### src/rtl/bet_entry_pkg.sv
// Shared definitions for the roulette bet-entry stage and its neighbours.
// Holds the FSM state encoding, slot/bet geometry and the stake and money constants
// that are also used by the money manager.
package bet_entry_pkg;

  typedef enum logic {
    ST_EDIT   = 1'b0,
    ST_LOCKED = 1'b1
  } bet_state_t;

  localparam int          NUM_SLOTS     = 16;
  localparam int          MAX_BETS      = 4;
  localparam logic [15:0] AMT_STEP      = 16'd10;
  localparam logic [15:0] AMT_MAX       = 16'd110;
  localparam logic [15:0] INITIAL_MONEY = 16'd100;
  localparam logic [15:0] MAX_MONEY     = 16'd9990;

endpackage

### src/rtl/bet_entry_bet_list.sv
// bet_list: LIFO of up to MAX_BETS 4-bit slot numbers with a one-hot membership mask.
// Ports: clk/rst, i_clr (sync clear), i_push/i_num (append), i_pop (drop newest);
//        o_count, o_nums (entry 0 in [3:0]), o_mask, o_full, o_empty, o_dup (i_num already listed).
// All outputs come straight from registers; the caller decides whether a push/pop is legal.
module bet_list
  import bet_entry_pkg::*;
(
  input  logic                 clk,
  input  logic                 rst,
  input  logic                 i_clr,
  input  logic                 i_push,
  input  logic                 i_pop,
  input  logic [3:0]           i_num,
  output logic [2:0]           o_count,
  output logic [15:0]          o_nums,
  output logic [NUM_SLOTS-1:0] o_mask,
  output logic                 o_full,
  output logic                 o_empty,
  output logic                 o_dup
);

  logic [2:0]           r_count;
  logic [15:0]          r_nums;
  logic [NUM_SLOTS-1:0] r_mask;
  logic [1:0]           w_top_idx;
  logic [3:0]           w_top_num;

  // Newest entry sits at count-1; only meaningful when the list is non-empty.
  assign w_top_idx = 2'(r_count - 3'd1);
  assign w_top_num = r_nums[{w_top_idx, 2'b00} +: 4];

  always_ff @(posedge clk or posedge rst) begin
    if (rst) begin
      r_count <= 3'd0;
      r_nums  <= 16'd0;
      r_mask  <= '0;
    end else if (i_clr) begin
      r_count <= 3'd0;
      r_nums  <= 16'd0;
      r_mask  <= '0;
    end else if (i_pop) begin
      r_nums[{w_top_idx, 2'b00} +: 4] <= 4'd0;
      r_mask[w_top_num]               <= 1'b0;
      r_count                         <= r_count - 3'd1;
    end else if (i_push) begin
      r_nums[{r_count[1:0], 2'b00} +: 4] <= i_num;
      r_mask[i_num]                      <= 1'b1;
      r_count                            <= r_count + 3'd1;
    end
  end

  assign o_count = r_count;
  assign o_nums  = r_nums;
  assign o_mask  = r_mask;
  assign o_full  = (r_count == 3'(MAX_BETS));
  assign o_empty = (r_count == 3'd0);
  assign o_dup   = r_mask[i_num];

endmodule

### src/rtl/bet_entry.sv
// bet_entry: collects bet numbers and stake in EDIT, locks them for the round in LOCKED.
// Ports: clk/rst, game_reset, key_add/del/up/dn/confirm pulses, sw_num, current_money, spin_done;
//        bet_amount, bet_count, bet_nums, bet_mask, bet_ready, err_pulse (all registered, 1-cycle latency).
// Optional build macro BET_REPEAT_EN: keep the number list across spin_done so the bet can be repeated.
module bet_entry
  import bet_entry_pkg::*;
(
  input  logic                 clk,
  input  logic                 rst,
  input  logic                 game_reset,
  input  logic                 key_add,
  input  logic                 key_del,
  input  logic                 key_up,
  input  logic                 key_dn,
  input  logic                 key_confirm,
  input  logic [3:0]           sw_num,
  input  logic [15:0]          current_money,
  input  logic                 spin_done,
  output logic [15:0]          bet_amount,
  output logic [2:0]           bet_count,
  output logic [15:0]          bet_nums,
  output logic [NUM_SLOTS-1:0] bet_mask,
  output logic                 bet_ready,
  output logic                 err_pulse
);

  bet_state_t  r_state, w_state_nxt;
  logic [15:0] r_amount, w_amt_nxt;
  logic        r_err, w_err_nxt;
  logic        w_push, w_pop, w_clr;
  logic        w_full, w_empty, w_dup, w_sw_bad, w_confirm_ok;
  logic [15:0] w_cap, w_floor, w_up_amt, w_dn_amt;
  logic [16:0] w_up_sum;

  bet_list u_list (
    .clk     (clk),
    .rst     (rst),
    .i_clr   (w_clr),
    .i_push  (w_push),
    .i_pop   (w_pop),
    .i_num   (sw_num),
    .o_count (bet_count),
    .o_nums  (bet_nums),
    .o_mask  (bet_mask),
    .o_full  (w_full),
    .o_empty (w_empty),
    .o_dup   (w_dup)
  );

  // Stake ceiling is the smaller of balance and the table limit; the sum is
  // formed in 17 bits so a near-full 16-bit stake cannot wrap before the compare.
  assign w_cap    = (current_money < AMT_MAX) ? current_money : AMT_MAX;
  assign w_up_sum = {1'b0, r_amount} + {1'b0, AMT_STEP};
  assign w_up_amt = (w_up_sum > {1'b0, w_cap}) ? w_cap : w_up_sum[15:0];

  // A player short of one step can still stake everything they have.
  assign w_floor  = (current_money < AMT_STEP) ? current_money : AMT_STEP;
  assign w_dn_amt = ({1'b0, r_amount} >= ({1'b0, w_floor} + {1'b0, AMT_STEP}))
                    ? (r_amount - AMT_STEP) : w_floor;

  assign w_sw_bad     = ({1'b0, sw_num} >= 5'(NUM_SLOTS));
  assign w_confirm_ok = !w_empty && (r_amount != 16'd0) && (r_amount <= current_money);

  always_ff @(posedge clk or posedge rst) begin
    if (rst) r_state <= ST_EDIT;
    else     r_state <= w_state_nxt;
  end

  always_comb begin
    w_state_nxt = r_state;
    w_amt_nxt   = r_amount;
    w_err_nxt   = 1'b0;
    w_push      = 1'b0;
    w_pop       = 1'b0;
    w_clr       = 1'b0;
    if (game_reset) begin
      w_state_nxt = ST_EDIT;
      w_amt_nxt   = AMT_STEP;
      w_clr       = 1'b1;
    end else if (r_state == ST_LOCKED) begin
      // Keys are ignored and the bet is frozen until the round settles.
      if (spin_done) begin
        w_state_nxt = ST_EDIT;
`ifdef BET_REPEAT_EN
        w_clr       = 1'b0;
`else
        w_clr       = 1'b1;
`endif
      end
    end else begin
      // Balance clamp is the default; an up/dn in the same cycle overrides it.
      if (r_amount > current_money) w_amt_nxt = current_money;
      if (key_confirm) begin
        if (w_confirm_ok) w_state_nxt = ST_LOCKED;
        else              w_err_nxt   = 1'b1;
      end else if (key_del) begin
        if (w_empty) w_err_nxt = 1'b1;
        else         w_pop     = 1'b1;
      end else if (key_add) begin
        if (w_full || w_sw_bad || w_dup) w_err_nxt = 1'b1;
        else                             w_push    = 1'b1;
      end else if (key_up) begin
        w_amt_nxt = w_up_amt;
      end else if (key_dn) begin
        w_amt_nxt = w_dn_amt;
      end
    end
  end

  always_ff @(posedge clk or posedge rst) begin
    if (rst) begin
      r_amount <= AMT_STEP;
      r_err    <= 1'b0;
    end else begin
      r_amount <= w_amt_nxt;
      r_err    <= w_err_nxt;
    end
  end

  assign bet_amount = r_amount;
  assign bet_ready  = (r_state == ST_LOCKED);
  assign err_pulse  = r_err;

endmodule

### config.mk
export PLATFORM = sky130hd
export DESIGN_NAME = bet_entry
export DESIGN_NICKNAME = d
export VERILOG_FILES = /design/src/rtl/bet_entry_pkg.sv /design/src/rtl/bet_entry_bet_list.sv /design/src/rtl/bet_entry.sv
export SDC_FILE = /design/constraint.sdc
export NUM_CORES = 1
export LEC_CHECK = 0
export ABC_AREA = 1
export BUFFER_PORTS_ARGS = -buffer_cell sky130_fd_sc_hd__buf_2
export CAP_MARGIN = 5
export CELL_PAD_IN_SITES_DETAIL_PLACEMENT = 0
export CELL_PAD_IN_SITES_GLOBAL_PLACEMENT = 1
export CORE_UTILIZATION = 45
export DETAILED_ROUTE_END_ITERATION = 8
export PLACE_DENSITY = 0.95
export SYNTH_ARGS = -nofsm -noshare
export SYNTH_HDL_FRONTEND = slang
export SYNTH_HIERARCHICAL = 1
export SYNTH_SLANG_ARGS = --single-unit
export TNS_END_PERCENT = 1
### constraint.sdc
create_clock -name clk -period 8.89 [get_ports clk]
set_input_delay 0.4445 -clock clk [delete_from_list [all_inputs] [get_ports clk]]
set_output_delay 0.4445 -clock clk [all_outputs]
set_load 0.01 [all_outputs]
==> out/results.ini <==
[sta]
slew_violations=0
finalCriticalPeriod_ns=3.654
rsz0062_at_grt=no
setup-violations-final=0
fmaxAchievable_mhz=273.7
maxSlewHeadroom_pct=35.41
final_hold_viol_count=0
whs_ns=0.2432
finalCritPeriodShare_pct=41.10
skew_ns=0.007374
fin_ws_ns=5.236
tightestPinTransition_ns=0.9666
setup_tns_ns=0

[layout]
layout_common_cells=nand2_1, inv_1, nor2_1, nand3_1, buf_2
nets=1134
layout_commonest_cell=nand2_1
area_growth_pct=12.37
drive_above_1_share_pct=14.14
final_util_pct=51.74
n_antenna_cell=0

[routing]
wl_per_cell_um=15.16
vias_per_cell=5.294
drt-pass1-iter-count=5
routed_wirelength_um=18540
drc=0
drt_iter0_drc=436
vias=6475
ant_nets=0

[floorplanning]
core-area_um2=13240
rows=42
initial_core_util_pct=46.04
chipWidth_um=118.4
design.die.area_um2=14020
ioPinCount=82
dieHeight_um=118.4

[clock_tree]
insertion_delay_ns=0.30
cts_resized=0
clk_pin_slew_ns=0.08
numCtsBuffers=5
cts_buffer_depth=2
h-tree-depth=2
cts_setup_buffers=0
clkSinkCount=53
cts_tree=yes
cts_root_buffer=clkbuf_16
cts_hold_buf=0

[grt]
grt_pass1_wl_um=30370
grt_max_degree=36
grt.overflow.total=0
grt_pass1_vias=6012
antenna_found_initial=1
grt_usage_pct=27.04

[synth]
syn_area_um2=6097
async_reset_ff_share_pct=100.0
yosys-mux-area-fraction_pct=0
synth-seq-cells=53
ys_types=49
avgSynthCellArea_um2=6.378
synth_compound_area_share_pct=12.66
synth_fa_ha_area_share_pct=12.11
synth_top_family_by_area=simple AND/OR/NAND/NOR gates
seq_area_frac_synth_pct=21.79
synth_edf_count=0
synthSimpleGateAreaFrac_pct=40.43
synth_flop_cell=dfrtp_1
yosysWarnings=6
synth_xor_area_share_pct=2.565
syn-instance-count=956

[min_path]
hp-class=in2async

[setup_path]
cp-end-kind=flop
start_kind=flop
worst-path-max-fanout=17
cpMostUsedCell=nand2_1
cpMaxStageDelayCell=dfstp_2
cp_num_buf_inv=0
critPathKind=reg2reg
crit_required_ns=9.13
crit_family=simple AND/OR/NAND/NOR gates
rrSetupSlack_ns=5.24
critical_path_arrival_ns=3.90
worstPathCellList=ha_1, nor2_1, nor2_2, nand3_2, nor2_4, nand2_2, nor3_4, xor2_2, ha_1, nand4_1, nor4_1, nand2_1, nand2_4, nand3_1, o21ai_0, nand2_1, nand2_1, nand2_1, nand2_1
slowest_delay_ns=0.69

[pwr]
pwr_density_cell_nw_per_um2=182.7
peakVddDrop_mv=0.1202
leakage_nw=3.796

[placement]
dpl.hpwl_um=14220
portBuffers=81
place_congestion=0.9565
pre_cts_slack_ns=5.259

[outcome]
status=finished clean

[job]
drv_cap=0

==> per-layer routing <==
layer	track usage, %	share of wire, %
met1	35.21	43
met2	46.25	48
met3	3.041	6.3
met4	9.494	2.9
met5	0	0.054
==> path summary, 6_finish.rpt <==
kind,cells after the start,endpoint,startpoint
hold / removal,3,u_list/o_count[0],rst
setup reg to reg,19,bet_amount[14],bet_amount[1]
min in group clk,3,bet_amount[1],game_reset
setup / recovery,19,bet_amount[14],bet_amount[1]
max in group asynchronous,2,bet_amount[4],rst
hold reg to reg,2,bet_amount[0],bet_amount[0]
==> kinds of logic after synthesis <==
group                      after synthesis
xor gates and xnor gates                17
and+or+nand+nor                        546
DFF                                     53
other                                    1
buffers and inverters                  149
AOI/OAI and AO/OA                      131
adders and majority gates               59
==> state kept, by name, summed over array words and instances, names as in the netlist <==
| signal | cells |
|---|---|
| bet_amount | 16 |
| u_list/o_mask | 16 |
| u_list/o_nums | 16 |
| u_list/o_count | 3 |
| bet_ready | 1 |
| err_pulse | 1 |
==> report_power, final <==
group          switching (W)  internal (W)
clock              0.0000963      0.000141
combinational       0.000454      0.000214
sequential         0.0000720      0.000275
total               0.000622      0.000630
==> synth_stat cells (2+ instances only) <==
cell	count	share of area, %
nand2_1	290	18
inv_1	120	7.4
nor2_1	93	5.7
nand3_1	82	6.7
ha_1	59	12
o21ai_0	53	4.4
dfrtp_1	51	21
a21oi_1	31	2.5
nand4_1	24	2.5
xor2_1	16	2.3
nor3_1	12	0.99
o211ai_1	11	1.4
buf_2	10	0.82
o21ai_1	10	0.82
o21ai_2	10	1.4
nand2_2	8	0.82
nand3_2	8	1.3
buf_4	6	0.74
nand3b_1	5	0.62
clkinv_1	4	0.25
nand2_4	4	0.74
nor2_2	4	0.41
nor2_4	4	0.74
buf_6	3	0.55
inv_2	3	0.18
nor3b_1	3	0.37
o21bai_1	3	0.37
a21oi_2	2	0.29
a31oi_1	2	0.21
clkbuf_1	2	0.12
dfstp_2	2	0.86
nand3_4	2	0.57
o21a_1	2	0.25
o22ai_1	2	0.21
==> area by class of cell <==
type / instances / area [um^2]
Tap cell: 176 / 220.2
Timing Repair Buffer: 86 / 442.9
Sequential cell: 53 / 1329
Multi-Input combinational cell: 773 / 4207
Clock inverter: 2 / 37.54
Inverter: 127 / 476.7
Clock buffer: 6 / 138.9
Fill cell: 1421 / 6391
==> tightest hold or removal path, cell delays in order <==
cell and delay (ns):
buf_2 0.11, inv_1 0.04, buf_4 0.39
==> stage by stage <==
stage                     cell area [um^2]  total power, W  instances
final                                 6852        0.001252       1223
after global routing                  6852        0.001357       1223
after CTS                             6852        0.001250       1223
after detailed placement              6675        0.001009       1215
after global placement                6675        0.001008       1215
after floorplan                       6168       0.0008323        975
Power figures use the tool's default switching activity.
